`config.mk`:
```
export PLATFORM = sky130hd
export DESIGN_NAME = dma_ctrl_flat
export DESIGN_NICKNAME = d
export VERILOG_FILES = /design/src/rtl/dma_ctrl_if.sv /design/src/rtl/dma_ctrl.sv /design/src/flat_wrapper.sv
export SDC_FILE = /design/constraint.sdc
export NUM_CORES = 1
export LEC_CHECK = 0
export CAP_MARGIN = 25
export CORE_MARGIN = 10
export CORE_UTILIZATION = 35
export CTS_BUF_LIST = sky130_fd_sc_hd__clkbuf_8 sky130_fd_sc_hd__clkbuf_16
export DETAILED_ROUTE_END_ITERATION = 10
export DONT_BUFFER_PORTS = 1
export GPL_ROUTABILITY_DRIVEN = 0
export PLACE_DENSITY_LB_ADDON = 0.08
export SLEW_MARGIN = 20
export SYNTH_ARGS = -nofsm -noshare
export SYNTH_HDL_FRONTEND = slang
export SYNTH_SLANG_ARGS = --single-unit
```
`constraint.sdc`:
```
create_clock -name clk -period 2.2 [get_ports clk]
set_input_delay 0 -clock clk [delete_from_list [all_inputs] [get_ports clk]]
set_output_delay 0 -clock clk [all_outputs]
set_load 0.03 [all_outputs]
```
`src/rtl/dma_ctrl_if.sv`:
```
// Pipeline-request, SRAM-port and DRAM-bus signals of dma_ctrl.
// The master modport is the controller's view; slave is the top-level/memory side.
interface dma_ctrl_if #(
  parameter int SRAM_AW = 14,
  parameter int WIDTH_W = 10
);
  logic [1:0]         dmaCmd;
  logic [31:0]        dmaSrcAddress;
  logic [31:0]        dmaDstAddress;
  logic [WIDTH_W-1:0] dmaWidth;
  logic               stall;
  logic               sramOwn;
  logic [SRAM_AW-1:0] sramAddress;
  logic               sramWriteEnable;
  logic [31:0]        sramWriteData;
  logic [31:0]        sramReadData;
  logic [31:0]        dramAddress;
  logic               dramReadReq;
  logic               dramWriteReq;
  logic [31:0]        dramWriteData;
  logic [31:0]        dramReadData;
  logic               dramAck;

  modport master (
    input  dmaCmd, dmaSrcAddress, dmaDstAddress, dmaWidth,
    input  sramReadData, dramReadData, dramAck,
    output stall, sramOwn, sramAddress, sramWriteEnable, sramWriteData,
    output dramAddress, dramReadReq, dramWriteReq, dramWriteData
  );

  modport slave (
    output dmaCmd, dmaSrcAddress, dmaDstAddress, dmaWidth,
    output sramReadData, dramReadData, dramAck,
    input  stall, sramOwn, sramAddress, sramWriteEnable, sramWriteData,
    input  dramAddress, dramReadReq, dramWriteReq, dramWriteData
  );
endinterface

```
`src/rtl/dma_ctrl.sv`:
```
// Block-transfer sequencer between DRAM and the on-chip word SRAM; stalls the pipeline while busy.
// Optional feature: define DMA_PERF_COUNTER_EN to add the busyCycles/wordsMoved counters.
module dma_ctrl #(
  parameter int SRAM_AW = 14,
  parameter int WIDTH_W = 10
) (
  input  logic        clk,
  input  logic        reset,
  dma_ctrl_if.master  bus
`ifdef DMA_PERF_COUNTER_EN
  ,
  output logic [31:0] busyCycles,
  output logic [31:0] wordsMoved
`endif
);

  localparam logic [2:0] IDLE   = 3'd0;
  localparam logic [2:0] D2S_RD = 3'd1;
  localparam logic [2:0] D2S_WR = 3'd2;
  localparam logic [2:0] S2D_RD = 3'd3;
  localparam logic [2:0] S2D_WR = 3'd4;
  localparam logic [2:0] DONE   = 3'd5;

  logic [2:0]         state;
  logic [29:0]        srcWord;
  logic [29:0]        dstWord;
  logic [WIDTH_W-1:0] remaining;
  logic [31:0]        dataReg;
  logic               cmdValid;
  logic               lastWord;
  logic               unusedAddrBits;

  assign cmdValid       = (bus.dmaCmd == 2'b01) || (bus.dmaCmd == 2'b10);
  assign lastWord       = (remaining == WIDTH_W'(1));
  assign unusedAddrBits = ^{bus.dmaSrcAddress[1:0], bus.dmaDstAddress[1:0]};

  // Requests are only ever consulted in IDLE; addresses wrap naturally at 2^30 words.
  always_ff @(posedge clk) begin
    if (reset) begin
      state     <= IDLE;
      srcWord   <= '0;
      dstWord   <= '0;
      remaining <= '0;
      dataReg   <= '0;
    end else begin
      case (state)
        IDLE: begin
          if (cmdValid) begin
            srcWord   <= bus.dmaSrcAddress[31:2];
            dstWord   <= bus.dmaDstAddress[31:2];
            remaining <= bus.dmaWidth;
            if (bus.dmaWidth == '0)
              state <= DONE;
            else if (bus.dmaCmd == 2'b01)
              state <= D2S_RD;
            else
              state <= S2D_RD;
          end
        end
        D2S_RD: begin
          if (bus.dramAck) begin
            dataReg <= bus.dramReadData;
            state   <= D2S_WR;
          end
        end
        D2S_WR: begin
          srcWord   <= srcWord + 30'd1;
          dstWord   <= dstWord + 30'd1;
          remaining <= remaining - WIDTH_W'(1);
          state     <= lastWord ? DONE : D2S_RD;
        end
        S2D_RD: state <= S2D_WR;
        S2D_WR: begin
          if (bus.dramAck) begin
            srcWord   <= srcWord + 30'd1;
            dstWord   <= dstWord + 30'd1;
            remaining <= remaining - WIDTH_W'(1);
            state     <= lastWord ? DONE : S2D_RD;
          end
        end
        DONE:    state <= IDLE;
        default: state <= IDLE;
      endcase
    end
  end

  // Outputs are gated by reset so a transfer aborts in the very cycle reset is raised.
  always_comb begin
    bus.stall           = 1'b0;
    bus.sramOwn         = 1'b0;
    bus.sramAddress     = '0;
    bus.sramWriteEnable = 1'b0;
    bus.sramWriteData   = '0;
    bus.dramAddress     = '0;
    bus.dramReadReq     = 1'b0;
    bus.dramWriteReq    = 1'b0;
    bus.dramWriteData   = '0;
    if (!reset) begin
      case (state)
        IDLE: bus.stall = cmdValid;
        D2S_RD: begin
          bus.stall       = 1'b1;
          bus.sramOwn     = 1'b1;
          bus.dramReadReq = 1'b1;
          bus.dramAddress = {srcWord, 2'b00};
        end
        D2S_WR: begin
          bus.stall           = 1'b1;
          bus.sramOwn         = 1'b1;
          bus.sramWriteEnable = 1'b1;
          bus.sramAddress     = dstWord[SRAM_AW-1:0];
          bus.sramWriteData   = dataReg;
        end
        S2D_RD: begin
          bus.stall       = 1'b1;
          bus.sramOwn     = 1'b1;
          bus.sramAddress = srcWord[SRAM_AW-1:0];
        end
        S2D_WR: begin
          bus.stall         = 1'b1;
          bus.sramOwn       = 1'b1;
          bus.sramAddress   = srcWord[SRAM_AW-1:0];
          bus.dramWriteReq  = 1'b1;
          bus.dramAddress   = {dstWord, 2'b00};
          bus.dramWriteData = bus.sramReadData;
        end
        default: ;
      endcase
    end
  end

`ifdef DMA_PERF_COUNTER_EN
  logic wordDone;
  assign wordDone = (state == D2S_WR) || ((state == S2D_WR) && bus.dramAck);

  // Both counters stick at all-ones rather than wrapping.
  always_ff @(posedge clk) begin
    if (reset) begin
      busyCycles <= '0;
      wordsMoved <= '0;
    end else begin
      if (bus.stall && (busyCycles != 32'hFFFF_FFFF))
        busyCycles <= busyCycles + 32'd1;
      if (wordDone && (wordsMoved != 32'hFFFF_FFFF))
        wordsMoved <= wordsMoved + 32'd1;
    end
  end
`endif

endmodule

```
`src/flat_wrapper.sv`:
```
// flat-port wrapper written by rule: the top's interface ports become plain ports
module dma_ctrl_flat 
#(
  parameter int SRAM_AW = 14,
  parameter int WIDTH_W = 10
)
  (clk, reset, bus_dmaCmd, bus_dmaSrcAddress, bus_dmaDstAddress, bus_dmaWidth, bus_sramReadData, bus_dramReadData, bus_dramAck, bus_stall, bus_sramOwn, bus_sramAddress, bus_sramWriteEnable, bus_sramWriteData, bus_dramAddress, bus_dramReadReq, bus_dramWriteReq, bus_dramWriteData);
  dma_ctrl_if #(.SRAM_AW(SRAM_AW), .WIDTH_W(WIDTH_W)) bus_i ();
  input  logic clk;
  input  logic reset;
  input wire logic [$bits(bus_i.dmaCmd)-1:0] bus_dmaCmd;
  input wire logic [$bits(bus_i.dmaSrcAddress)-1:0] bus_dmaSrcAddress;
  input wire logic [$bits(bus_i.dmaDstAddress)-1:0] bus_dmaDstAddress;
  input wire logic [$bits(bus_i.dmaWidth)-1:0] bus_dmaWidth;
  input wire logic [$bits(bus_i.sramReadData)-1:0] bus_sramReadData;
  input wire logic [$bits(bus_i.dramReadData)-1:0] bus_dramReadData;
  input wire logic [$bits(bus_i.dramAck)-1:0] bus_dramAck;
  output wire logic [$bits(bus_i.stall)-1:0] bus_stall;
  output wire logic [$bits(bus_i.sramOwn)-1:0] bus_sramOwn;
  output wire logic [$bits(bus_i.sramAddress)-1:0] bus_sramAddress;
  output wire logic [$bits(bus_i.sramWriteEnable)-1:0] bus_sramWriteEnable;
  output wire logic [$bits(bus_i.sramWriteData)-1:0] bus_sramWriteData;
  output wire logic [$bits(bus_i.dramAddress)-1:0] bus_dramAddress;
  output wire logic [$bits(bus_i.dramReadReq)-1:0] bus_dramReadReq;
  output wire logic [$bits(bus_i.dramWriteReq)-1:0] bus_dramWriteReq;
  output wire logic [$bits(bus_i.dramWriteData)-1:0] bus_dramWriteData;
  assign bus_i.dmaCmd = bus_dmaCmd;
  assign bus_i.dmaSrcAddress = bus_dmaSrcAddress;
  assign bus_i.dmaDstAddress = bus_dmaDstAddress;
  assign bus_i.dmaWidth = bus_dmaWidth;
  assign bus_i.sramReadData = bus_sramReadData;
  assign bus_i.dramReadData = bus_dramReadData;
  assign bus_i.dramAck = bus_dramAck;
  assign bus_stall = bus_i.stall;
  assign bus_sramOwn = bus_i.sramOwn;
  assign bus_sramAddress = bus_i.sramAddress;
  assign bus_sramWriteEnable = bus_i.sramWriteEnable;
  assign bus_sramWriteData = bus_i.sramWriteData;
  assign bus_dramAddress = bus_i.dramAddress;
  assign bus_dramReadReq = bus_i.dramReadReq;
  assign bus_dramWriteReq = bus_i.dramWriteReq;
  assign bus_dramWriteData = bus_i.dramWriteData;
  dma_ctrl #(.SRAM_AW(SRAM_AW), .WIDTH_W(WIDTH_W)) u_core (.clk(clk), .reset(reset), .bus(bus_i));
endmodule
```
==> flow_metrics.env, run 1 <==
export IMPL_drt_first_iter_violations=637
export IMPL_tightest_slew_ns=0.580
export IMPL_overflow=0
export IMPL_grt_first_pass_wirelength_um=42900
export IMPL_dominantRegCellSynth="sky130_fd_sc_hd__dfxtp_1"
export IMPL_final_cells=1326
export IMPL_detailed_place_area_um2=7660
export IMPL_initial_utilization=0.353
export IMPL_unrepaired_setup_endpoints_after_global_routing="true"
export IMPL_post_drt_antenna_nets=0
export IMPL_numPortBuffers=0
export IMPL_wirelength_met1_um=11900
export IMPL_power_per_cell_area_nw_per_um2=778
export IMPL_timing_final_crit_share=0.951
export IMPL_run_status="finished clean"
export IMPL_hpwl_um=19600
export IMPL_timing_final_crit_period_ns=2.09
export IMPL_worst_setup_path_startpoint="u_core.state[1]"
export IMPL_synthDistinctLibCells=64
export IMPL_asyncSetResetFlopFracSynth=0
export IMPL_met2_wirelength_um=13600
export IMPL_worstReg2RegEnd="u_core.srcWord[26]"
export IMPL_critPathCapture="bus_dramAddress[14]"
export IMPL_first_global_vias=7453
export IMPL_vias_per_cell=5.90
export IMPL_layout_area_overhead_vs_synth_pct=32.5
export IMPL_dieArea_um2=25500
export IMPL_max_slew_margin=0.610
export IMPL_synthesis_instances=928
export IMPL_finish_net_count=1204
export IMPL_worst_setup_path_end_kind="output pin"
export IMPL_core_rowCount=51
export IMPL_worst_setup_margin_ns=0.108
export IMPL_yosys_warnings=0
export IMPL_clk_transition_reported_paths_ns=0.08
export IMPL_detailed_route_wire_length_um=28200
export IMPL_grt_total_usage=0.205
export IMPL_topRoutingLayerUsed="met4"
export IMPL_cts_path_max_buffers=2
export IMPL_coreArea_um2=19300
export IMPL_cts_buffers=9
export IMPL_finalSetupViolCount=0
export IMPL_avgSynthCellArea_um2=7.36
export IMPL_place_detailed_instances=1205
export IMPL_die_width_um=160
export IMPL_worst_r2r_setup_slack_ns=0.11
export IMPL_dr_wl_met3_um=2260
export IMPL_final_area_um2=9040
export IMPL_cts_tree="done"
export IMPL_boundaryPins=258
export IMPL_mappedNetlistArea_um2=6830
export IMPL_skew_ns=0.0103
export IMPL_final_layout_size_suffix_gt1_frac=0.145
export IMPL_worst_voltage_drop_across_the_vdd_grid_mv=0.375
export IMPL_dr_pass1_iters=5
export IMPL_cellLeakagePower_uw=0.00326
export IMPL_fmax_mhz=478
export IMPL_routedWlPerCell_um=21.3
export IMPL_grt_start_max_net_pins=106
export IMPL_final_hold_violation_count=0
export IMPL_die_height_um=160
export IMPL_synth_most_common_cell="sky130_fd_sc_hd__nand2_1"
export IMPL_synth_edf_count=0
export IMPL_clock_sinks=105
export IMPL_ctsHtreeMaxLevel=3
export IMPL_antenna_found_initial=0
export IMPL_tns_ns=0
export IMPL_drv_max_cap_violation_count=0
export IMPL_post_place_ws_ns=0.135
export IMPL_via_count=7823
export IMPL_rr_worst_depth=6
export IMPL_largest_cells_by_area_after_synthesis="sky130_fd_sc_hd__dfxtp_1, sky130_fd_sc_hd__nand2_1, sky130_fd_sc_hd__and2_1, sky130_fd_sc_hd__a22o_1, sky130_fd_sc_hd__a21oi_1"
export IMPL_critical_path_arrival_ns=2.09
export IMPL_critical_path_max_fanout=17
export IMPL_worst_setup_path_type="reg2out"
export IMPL_num_antenna_cells=0
export IMPL_maxSlewViolCount=0
export IMPL_clkLatencyLatePin_ns=0.36
export IMPL_cts_root_buffer="sky130_fd_sc_hd__clkbuf_16"
export IMPL_r2r_start="u_core.srcWord[5]"
export IMPL_hold_path_class="in2reg"
export IMPL_yosysSeqAreaShare=0.308
export IMPL_remaining_drc_errors=0
export IMPL_type_of_element_launching_the_critical_path="flop"
export IMPL_post_synth_most_frequent_cells="sky130_fd_sc_hd__nand2_1, sky130_fd_sc_hd__dfxtp_1, sky130_fd_sc_hd__a21oi_1"
export IMPL_crit_required_ns=2.20
export IMPL_yosys_register_bits=105
export IMPL_synth_top_cell_area_share=0.308
export IMPL_netlist_top_cell_by_area="sky130_fd_sc_hd__dfxtp_1"
[worst max-delay path: stages (launching register included)]
cell	delay, ns
sky130_fd_sc_hd__dfxtp_1	0.43
sky130_fd_sc_hd__buf_4	0.23
sky130_fd_sc_hd__nand2b_1	0.21
sky130_fd_sc_hd__nor3_4	0.06
sky130_fd_sc_hd__buf_4	0.14
sky130_fd_sc_hd__clkbuf_16	0.19
sky130_fd_sc_hd__a22o_1	0.28
sky130_fd_sc_hd__buf_4	0.18
[how the worst min path moves through the flow]
stage	cells past startpoint	start	to	slack (ns)
after floorplan	2	bus_dramReadData[0]	u_core.dataReg[0]	0.14
after global placement	1	reset	u_core.srcWord[29]	0.09
after detailed placement	1	reset	u_core.srcWord[24]	0.1
after CTS	4	bus_dramAck	u_core.state[0]	0.02
after global routing	4	bus_dramAck	u_core.state[0]	0.03
final	4	bus_dramAck	u_core.state[0]	0.03
[area by class of cell]
cell class              count  area (um2)
fillers                  1923       10300
flip-flops and latches    105        2100
clock inverters             7        57.6
repair buffers            206        1900
multi-input cells         719        4370
clock buffers               9         225
well taps                 265         332
inverters                  15        56.3
[routing by layer]
metal / up-vias / global-route usage
met5: - / 0
met4: 0 / 0.0552
met3: 33 / 0.0537
met2: 331 / 0.341
met1: 3793 / 0.256
li1: 3666 / -
[cells in the final DEF, fill, tap and decap left out, types with 23 or more instances in the layout]
cell type	n
sky130_fd_sc_hd__a21oi_1	77
sky130_fd_sc_hd__a22o_1	48
sky130_fd_sc_hd__and2_1	68
sky130_fd_sc_hd__buf_4	97
sky130_fd_sc_hd__dfxtp_1	104
sky130_fd_sc_hd__dlygate4sd3_1	100
sky130_fd_sc_hd__nand2_1	128
sky130_fd_sc_hd__nand3_1	43
sky130_fd_sc_hd__nand4_1	23
sky130_fd_sc_hd__nor2_1	41
sky130_fd_sc_hd__nor3_1	25
sky130_fd_sc_hd__o21ai_0	45
[cells by family (layout without fill, tap and decap cells)]
family | Yosys count | after routing | synth area share
adder cells (fa/ha/maj) | 5 | 5 | 0.00916
flip-flops | 105 | 105 | 0.308
AND/OR/NAND/NOR | 411 | 411 | 0.315
XOR/XNOR | 2 | 2 | 0.00367
multiplexers | 10 | 10 | 0.0163
buffers and inverters | 105 | 237 | 0.0632
AO/OA/AOI/OAI | 289 | 289 | 0.285
other | 1 | 2 | 0.000549
[metrics by stage]
| step | total power, uW | util | hold WS (ns) |
|---|---|---|---|
| 6_report | 7030 | 0.468 | 0.0265 |
| 5_1_grt | 7470 | 0.468 | 0.0346 |
| 4_1_cts | 7020 | 0.464 | 0.0167 |
| 3_5_place_dp | 5180 | 0.396 | 0.0998 |
| 3_3_place_gp | 5110 | 0.396 | 0.0947 |
| 2_1_floorplan | 4360 | - | 0.136 |
[where the power goes]
group | total [uW] | internal (uW) | switching [uW]
registers | 2620 | 2220 | 402
logic | 2780 | 1110 | 1670
clock network | 1630 | 792 | 841
total | 7030 | 4120 | 2910
[state kept, by name, indices dropped and copies added, names as in the netlist]
register / count
u_core.remaining: 10
u_core.state: 3
u_core.dstWord: 30
u_core.srcWord: 30
u_core.dataReg: 32
[repair_timing]
action | CTS | global route
hold buffers | 101 | 0
endpoints found under the setup margin | 41 | 48
pin swaps | 0 | 1
hold endpoints to repair | 105 | 0
gates cloned | 0 | 2
resized for setup | 1 | 10
buffers inserted | 0 | 2
(Power assumes the default switching activity.)
==> inputs of run 2 (changes only) <==
--- a/config.mk
+++ b/config.mk
@@ -5,14 +5,15 @@
 export SDC_FILE = /design/constraint.sdc
 export NUM_CORES = 1
 export LEC_CHECK = 0
+export BUFFER_PORTS_ARGS = -buffer_cell sky130_fd_sc_hd__clkbuf_2
 export CAP_MARGIN = 25
 export CORE_MARGIN = 10
 export CORE_UTILIZATION = 35
 export CTS_BUF_LIST = sky130_fd_sc_hd__clkbuf_8 sky130_fd_sc_hd__clkbuf_16
 export DETAILED_ROUTE_END_ITERATION = 10
-export DONT_BUFFER_PORTS = 1
 export GPL_ROUTABILITY_DRIVEN = 0
 export PLACE_DENSITY_LB_ADDON = 0.08
+export SKIP_LAST_GASP = 1
 export SLEW_MARGIN = 20
 export SYNTH_ARGS = -nofsm -noshare
 export SYNTH_HDL_FRONTEND = slang
==> flow_metrics.env, run 2 (same netlist as run 1, synthesis figures left out) <==
export IMPL_grt_first_pass_wirelength_um=43600
export IMPL_antenna_found_initial=0
export IMPL_cts_buffers=9
export IMPL_post_drt_antenna_nets=0
export IMPL_skew_ns=0.00815
export IMPL_first_global_vias=7963
export IMPL_routedWlPerCell_um=18.4
export IMPL_power_per_cell_area_nw_per_um2=737
export IMPL_via_count=8180
export IMPL_timing_final_crit_share=0.961
export IMPL_cp_buffers_inverters=3
export IMPL_initial_utilization=0.353
export IMPL_worst_setup_path_end_kind="output pin"
export IMPL_cts_root_buffer="sky130_fd_sc_hd__clkbuf_16"
export IMPL_ctsHtreeMaxLevel=3
export IMPL_final_layout_size_suffix_gt1_frac=0.296
export IMPL_cts_path_max_buffers=2
export IMPL_vias_per_cell=5.42
export IMPL_remaining_drc_errors=0
export IMPL_timing_final_crit_period_ns=2.11
export IMPL_finish_net_count=1388
export IMPL_final_hold_violation_count=0
export IMPL_dieArea_um2=25500
export IMPL_unrepaired_setup_endpoints_after_global_routing="false"
export IMPL_crit_required_ns=2.20
export IMPL_overflow=0
export IMPL_clkLatencyLatePin_ns=0.36
export IMPL_tns_ns=0
export IMPL_fmax_mhz=473
export IMPL_cellLeakagePower_uw=0.00403
export IMPL_critical_path_max_fanout=31
export IMPL_finalSetupViolCount=0
export IMPL_critical_path_arrival_ns=2.11
export IMPL_clock_sinks=105
export IMPL_max_stage_delay_ns=0.38
export IMPL_clk_transition_reported_paths_ns=0.08
export IMPL_crit_family="buffers and inverters"
export IMPL_timing_hold_ws_ns=0.00612
export IMPL_dr_pass1_iters=5
export IMPL_grt_start_max_net_pins=61
export IMPL_coreArea_um2=19300
export IMPL_numPortBuffers=251
export IMPL_max_slew_margin=0.647
export IMPL_registers_top_by_ff_count="u_core.dataReg"
export IMPL_tightest_slew_ns=0.524
export IMPL_largest_registers_in_the_final_layout="u_core.dataReg: 32 flops, u_core.dstWord: 30 flops, u_core.srcWord: 30 flops"
export IMPL_drt_first_iter_violations=678
export IMPL_grt_total_usage=0.206
export IMPL_maxSlewViolCount=0
export IMPL_detailed_route_wire_length_um=27800
export IMPL_worst_setup_path_type="reg2out"
export IMPL_drv_max_cap_violation_count=0
export IMPL_final_cell_mix="sky130_fd_sc_hd__clkbuf_2, sky130_fd_sc_hd__nand2_1, sky130_fd_sc_hd__dfxtp_1"
export IMPL_flip_flop_count_of_the_largest_register_after_layout=32
export IMPL_boundaryPins=258
export IMPL_die_width_um=160
export IMPL_layout_area_overhead_vs_synth_pct=42.1
export IMPL_hold_path_class="in2reg"
export IMPL_run_status="finished clean"
export IMPL_layout_commonest_cell="sky130_fd_sc_hd__clkbuf_2"
export IMPL_core_rowCount=51
export IMPL_type_of_element_launching_the_critical_path="flop"
export IMPL_worst_voltage_drop_across_the_vdd_grid_mv=0.391
export IMPL_hpwl_um=19800
export IMPL_critical_path_slowest_cell="sky130_fd_sc_hd__dfxtp_1"
export IMPL_cts_tree="done"
export IMPL_num_antenna_cells=0
export IMPL_critical_path_cell_chain="buf_4, or3_1, nor2_2, buf_12, a22o_1, clkbuf_2"
export IMPL_utilization=0.502
export IMPL_die_height_um=160
## run 2: cell types whose count changed in the layout (fill, tap and decap cells not counted), moves of 2 or more
| cell | delta |
|---|---|
| sky130_fd_sc_hd__buf_4 | -34 |
| sky130_fd_sc_hd__clkbuf_2 | +250 |
| sky130_fd_sc_hd__clkbuf_8 | +2 |
| sky130_fd_sc_hd__dlygate4sd3_1 | -33 |
| sky130_fd_sc_hd__inv_6 | -4 |
## run 2: final timing paths
check                        start             endpoint  slack [ns]  depth (start not counted)
max reg2reg      u_core.srcWord[5]   u_core.srcWord[26]        0.26                          6
min reg2reg     u_core.dataReg[20]   u_core.dataReg[20]        0.45                          2
min          bus_dmaSrcAddress[10]    u_core.srcWord[8]       0.006                          4
max                u_core.state[1]  bus_dramAddress[14]        0.09                          6
## run 2: worst register-to-register path, cell delays in order, from the launching register on
cell and delay [ns]:
sky130_fd_sc_hd__dfxtp_1 0.34, sky130_fd_sc_hd__nand4_1 0.33, sky130_fd_sc_hd__nor4_1 0.42, sky130_fd_sc_hd__buf_4 0.19
sky130_fd_sc_hd__nand2_1 0.08, sky130_fd_sc_hd__or4_1 0.41, sky130_fd_sc_hd__o211ai_1 0.10
## run 2: through the flow
stage	std cells	cell area [um2]	setup WS [ns]	total power [uW]
4_1_cts	1507	9650	0.0626	7160
3_5_place_dp	1424	8680	0.254	5410
6_report	1510	9700	0.0857	7160
5_1_grt	1510	9700	0.0100	7620
3_3_place_gp	1424	8680	0.227	5410
2_1_floorplan	929	6830	0.297	4360
## run 2: layer usage
layer,wire [um],track usage
met4,395,0.0527
met2,12800,0.329
met5,0,0
met3,2010,0.0478
met1,12600,0.272
## run 2: power by group
group	leakage (uW)	internal, uW	switching (uW)
clock	0.000142	839	813
sequential	0.000861	2220	380
combinational	0.00302	1200	1700
## run 2: layout make-up
cell class              instances  area (um2)
repair buffers                390        2570
clock inverters                 5        38.8
flip-flops and latches        105        2100
inverters                      15        56.3
fillers                      1984        9630
clock buffers                  11         253
multi-input cells             719        4350
well taps                     265         332
## run 2: what timing repair did
item                       in CTS  in global routing
hold buffers                   67                  0
hold endpoints to repair       67                  0
buffers inserted                0                  1
pin swaps                       0                  1
gates resized for setup         1                  3
setup endpoints to repair       8                 26
gates cloned                    0                  2
==> inputs of run 3 (changes only) <==
--- a/config.mk
+++ b/config.mk
@@ -5,6 +5,7 @@
 export SDC_FILE = /design/constraint.sdc
 export NUM_CORES = 1
 export LEC_CHECK = 0
+export ABC_AREA = 1
 export BUFFER_PORTS_ARGS = -buffer_cell sky130_fd_sc_hd__clkbuf_2
 export CAP_MARGIN = 25
 export CORE_MARGIN = 10
==> flow_metrics.env, run 3 <==
export IMPL_run_status="finished clean"
export IMPL_synth_most_common_cell="sky130_fd_sc_hd__nand2_1"
export IMPL_tns_ns=0
export IMPL_coreArea_um2=20400
export IMPL_hold_path_startpoint="bus_dmaDstAddress[2]"
export IMPL_flip_flop_count_of_the_largest_register_after_layout=32
export IMPL_critical_path_arrival_ns=2.12
export IMPL_yosys_register_bits=105
export IMPL_remaining_drc_errors=0
export IMPL_routedWlPerCell_um=16.1
export IMPL_skew_ns=0.0116
export IMPL_yosysSeqAreaShare=0.289
export IMPL_dieArea_um2=27000
export IMPL_synth_compound_gate_area_share=0.163
export IMPL_layout_area_overhead_vs_synth_pct=36.0
export IMPL_synth_edf_count=0
export IMPL_final_layout_size_suffix_gt1_frac=0.192
export IMPL_timing_final_crit_share=0.966
export IMPL_clk_transition_reported_paths_ns=0.09
export IMPL_mappedNetlistArea_um2=7280
export IMPL_final_cell_mix="sky130_fd_sc_hd__nand2_1, sky130_fd_sc_hd__nor2_1, sky130_fd_sc_hd__clkbuf_2"
export IMPL_asyncSetResetFlopFracSynth=0
export IMPL_critical_path_max_fanout=28
export IMPL_tightest_slew_ns=0.746
export IMPL_fmax_mhz=471
export IMPL_numPortBuffers=251
export IMPL_antenna_found_initial=1
export IMPL_cts_post_setup_buffers_inserted=0
export IMPL_vias_per_cell=4.92
export IMPL_worst_voltage_drop_across_the_vdd_grid_mv=0.713
export IMPL_clkLatencyLatePin_ns=0.37
export IMPL_r2r_start="u_core.state[2]"
export IMPL_drt_first_iter_violations=619
export IMPL_hpwl_um=22900
export IMPL_initial_utilization=0.357
export IMPL_finalSetupViolCount=0
export IMPL_hold_path_class="in2reg"
export IMPL_post_drt_antenna_nets=0
export IMPL_largest_registers_in_the_final_layout="u_core.dataReg: 32 flops, u_core.dstWord: 30 flops, u_core.srcWord: 30 flops"
export IMPL_cellLeakagePower_uw=0.00436
export IMPL_finish_net_count=1746
export IMPL_registers_top_by_ff_count="u_core.dataReg"
export IMPL_cts_path_max_buffers=2
export IMPL_yosys_warnings=0
export IMPL_detailed_route_wire_length_um=30200
export IMPL_utilization=0.486
export IMPL_die_width_um=164
export IMPL_grt_total_usage=0.220
export IMPL_grt_first_pass_wirelength_um=47900
export IMPL_synth_mux_area_frac=0
export IMPL_first_global_vias=9026
export IMPL_drv_max_cap_violation_count=0
export IMPL_synthDistinctLibCells=36
export IMPL_combinational_family_with_the_most_area_after_synthesis="simple AND/OR/NAND/NOR gates"
export IMPL_layout_commonest_cell="sky130_fd_sc_hd__nand2_1"
export IMPL_simple_gate_share_of_the_synthesized_area=0.432
export IMPL_crit_required_ns=2.20
export IMPL_core_rowCount=52
export IMPL_unrepaired_setup_endpoints_after_global_routing="true"
export IMPL_avgSynthCellArea_um2=5.60
export IMPL_max_slew_margin=0.502
export IMPL_boundaryPins=258
export IMPL_worst_setup_path_type="reg2out"
export IMPL_die_height_um=164
export IMPL_type_of_element_launching_the_critical_path="flop"
export IMPL_maxSlewViolCount=0
export IMPL_worst_setup_margin_ns=0.0758
export IMPL_overflow=0
export IMPL_netlist_top_cell_by_area="sky130_fd_sc_hd__dfxtp_1"
export IMPL_post_synth_most_frequent_cells="sky130_fd_sc_hd__nand2_1, sky130_fd_sc_hd__nor2_1, sky130_fd_sc_hd__o21ai_0"
export IMPL_final_hold_violation_count=0
export IMPL_synth_fa_ha_area_frac=0.00860
export IMPL_post_place_ws_ns=0.257
export IMPL_dominantRegCellSynth="sky130_fd_sc_hd__dfxtp_1"
export IMPL_cts_root_buffer="sky130_fd_sc_hd__clkbuf_16"
export IMPL_timing_final_crit_period_ns=2.12
export IMPL_largest_cells_by_area_after_synthesis="sky130_fd_sc_hd__dfxtp_1, sky130_fd_sc_hd__nand2_1, sky130_fd_sc_hd__nor2_1, sky130_fd_sc_hd__o21ai_0, sky130_fd_sc_hd__nand3_1"
export IMPL_synthesis_instances=1299
export IMPL_ctsHtreeMaxLevel=3
export IMPL_via_count=9224
export IMPL_clock_sinks=105
export IMPL_fillCellCount=2193
export IMPL_cts_tree="done"
export IMPL_worst_setup_path_end_kind="output pin"
export IMPL_cts_buffers=9
export IMPL_worst_setup_path_startpoint="u_core.state[1]"
export IMPL_dr_pass1_iters=5
export IMPL_power_per_cell_area_nw_per_um2=1130
export IMPL_synth_top_cell_area_share=0.289
export IMPL_grt_start_max_net_pins=47
export IMPL_timing_hold_ws_ns=0.00115
export IMPL_yosys_area_share_xor_xnor=0.00963
## run 3: cell types whose count changed in the layout (fill, tap and decap cells not counted), moves of 20 or more
| cell | change |
|---|---|
| sky130_fd_sc_hd__buf_4 | -42 |
| sky130_fd_sc_hd__nor2_1 | +252 |
| sky130_fd_sc_hd__o21ai_0 | +63 |
| sky130_fd_sc_hd__nand2_1 | +279 |
| sky130_fd_sc_hd__a22o_1 | -48 |
| sky130_fd_sc_hd__nand3_1 | +33 |
| sky130_fd_sc_hd__a21oi_1 | -32 |
| sky130_fd_sc_hd__o22ai_1 | +28 |
| sky130_fd_sc_hd__and2_1 | -68 |
| sky130_fd_sc_hd__inv_1 | +72 |
| sky130_fd_sc_hd__nor3_1 | -20 |
## run 3: logic make-up (layout without fill, tap and decap cells)
kind of cell,count (synthesis),in the layout
simple gates,796,796
compound gates,220,220
buf+inv,164,467
flops,105,105
xor+xnor,8,8
fa+ha+maj,5,5
other cells,1,3
## run 3: final timing paths
kind / endpoint / slack, ns / cells after the start
min reg2reg: u_core.remaining[5] / 0.48 / 2
max reg2reg: u_core.srcWord[12] / 0.22 / 7
min: u_core.dstWord[0] / 0.001 / 5
max: bus_dramAddress[15] / 0.08 / 7
## run 3: final cells by class
cell class / count / area [um2] / share of cell area
clock buffer: 9 / 225 / 0.0228
multi-input combinational: 1031 / 4490 / 0.454
clock inverter: 7 / 88.8 / 0.00898
tap: 270 / 338 / 0.0341
antenna: 1 / 2.50 / 0.000253
inverter: 96 / 364 / 0.0368
sequential: 105 / 2100 / 0.212
timing repair buffer: 355 / 2280 / 0.231
## run 3: worst max-delay path, cell delays in order (launching register included)
cell and delay (ns):
sky130_fd_sc_hd__dfxtp_1 0.35, sky130_fd_sc_hd__nor2_1 0.13, sky130_fd_sc_hd__nand2_1 0.16, sky130_fd_sc_hd__nor2_1 0.21, sky130_fd_sc_hd__clkinv_1 0.08, sky130_fd_sc_hd__buf_4 0.24
sky130_fd_sc_hd__o22ai_1 0.31, sky130_fd_sc_hd__buf_2 0.27
## run 3: per-layer routing
layer  global-route usage  part of all wire  vias to the layer above
met5                    0                 0                        -
met4               0.0650             0.021                        0
met3               0.0568             0.080                       36
met2                0.367              0.47                      313
met1                0.273              0.43                     4127
li1                     -                 -                     4748
## run 3: what timing repair did
action	4_1_cts	5_1_grt
setup endpoints to repair	0	12
hold buffers	80	0
resized for setup	0	8
hold endpoints to repair	81	0
## run 3: per-stage QoR
step / area [um2] / total power [uW] / std cells
2_1_floorplan: 7280 / 7610 / 1300
3_3_place_gp: 8750 / 9200 / 1776
3_5_place_dp: 8750 / 9220 / 1776
4_1_cts: 9870 / 11100 / 1872
5_1_grt: 9890 / 12200 / 1874
6_report: 9890 / 11100 / 1874
## run 3: power by group
group	switching [uW]	internal [uW]	total, uW
logic	3870	1900	5770
registers	892	2710	3600
clock network	940	832	1770
total	5700	5440	11100
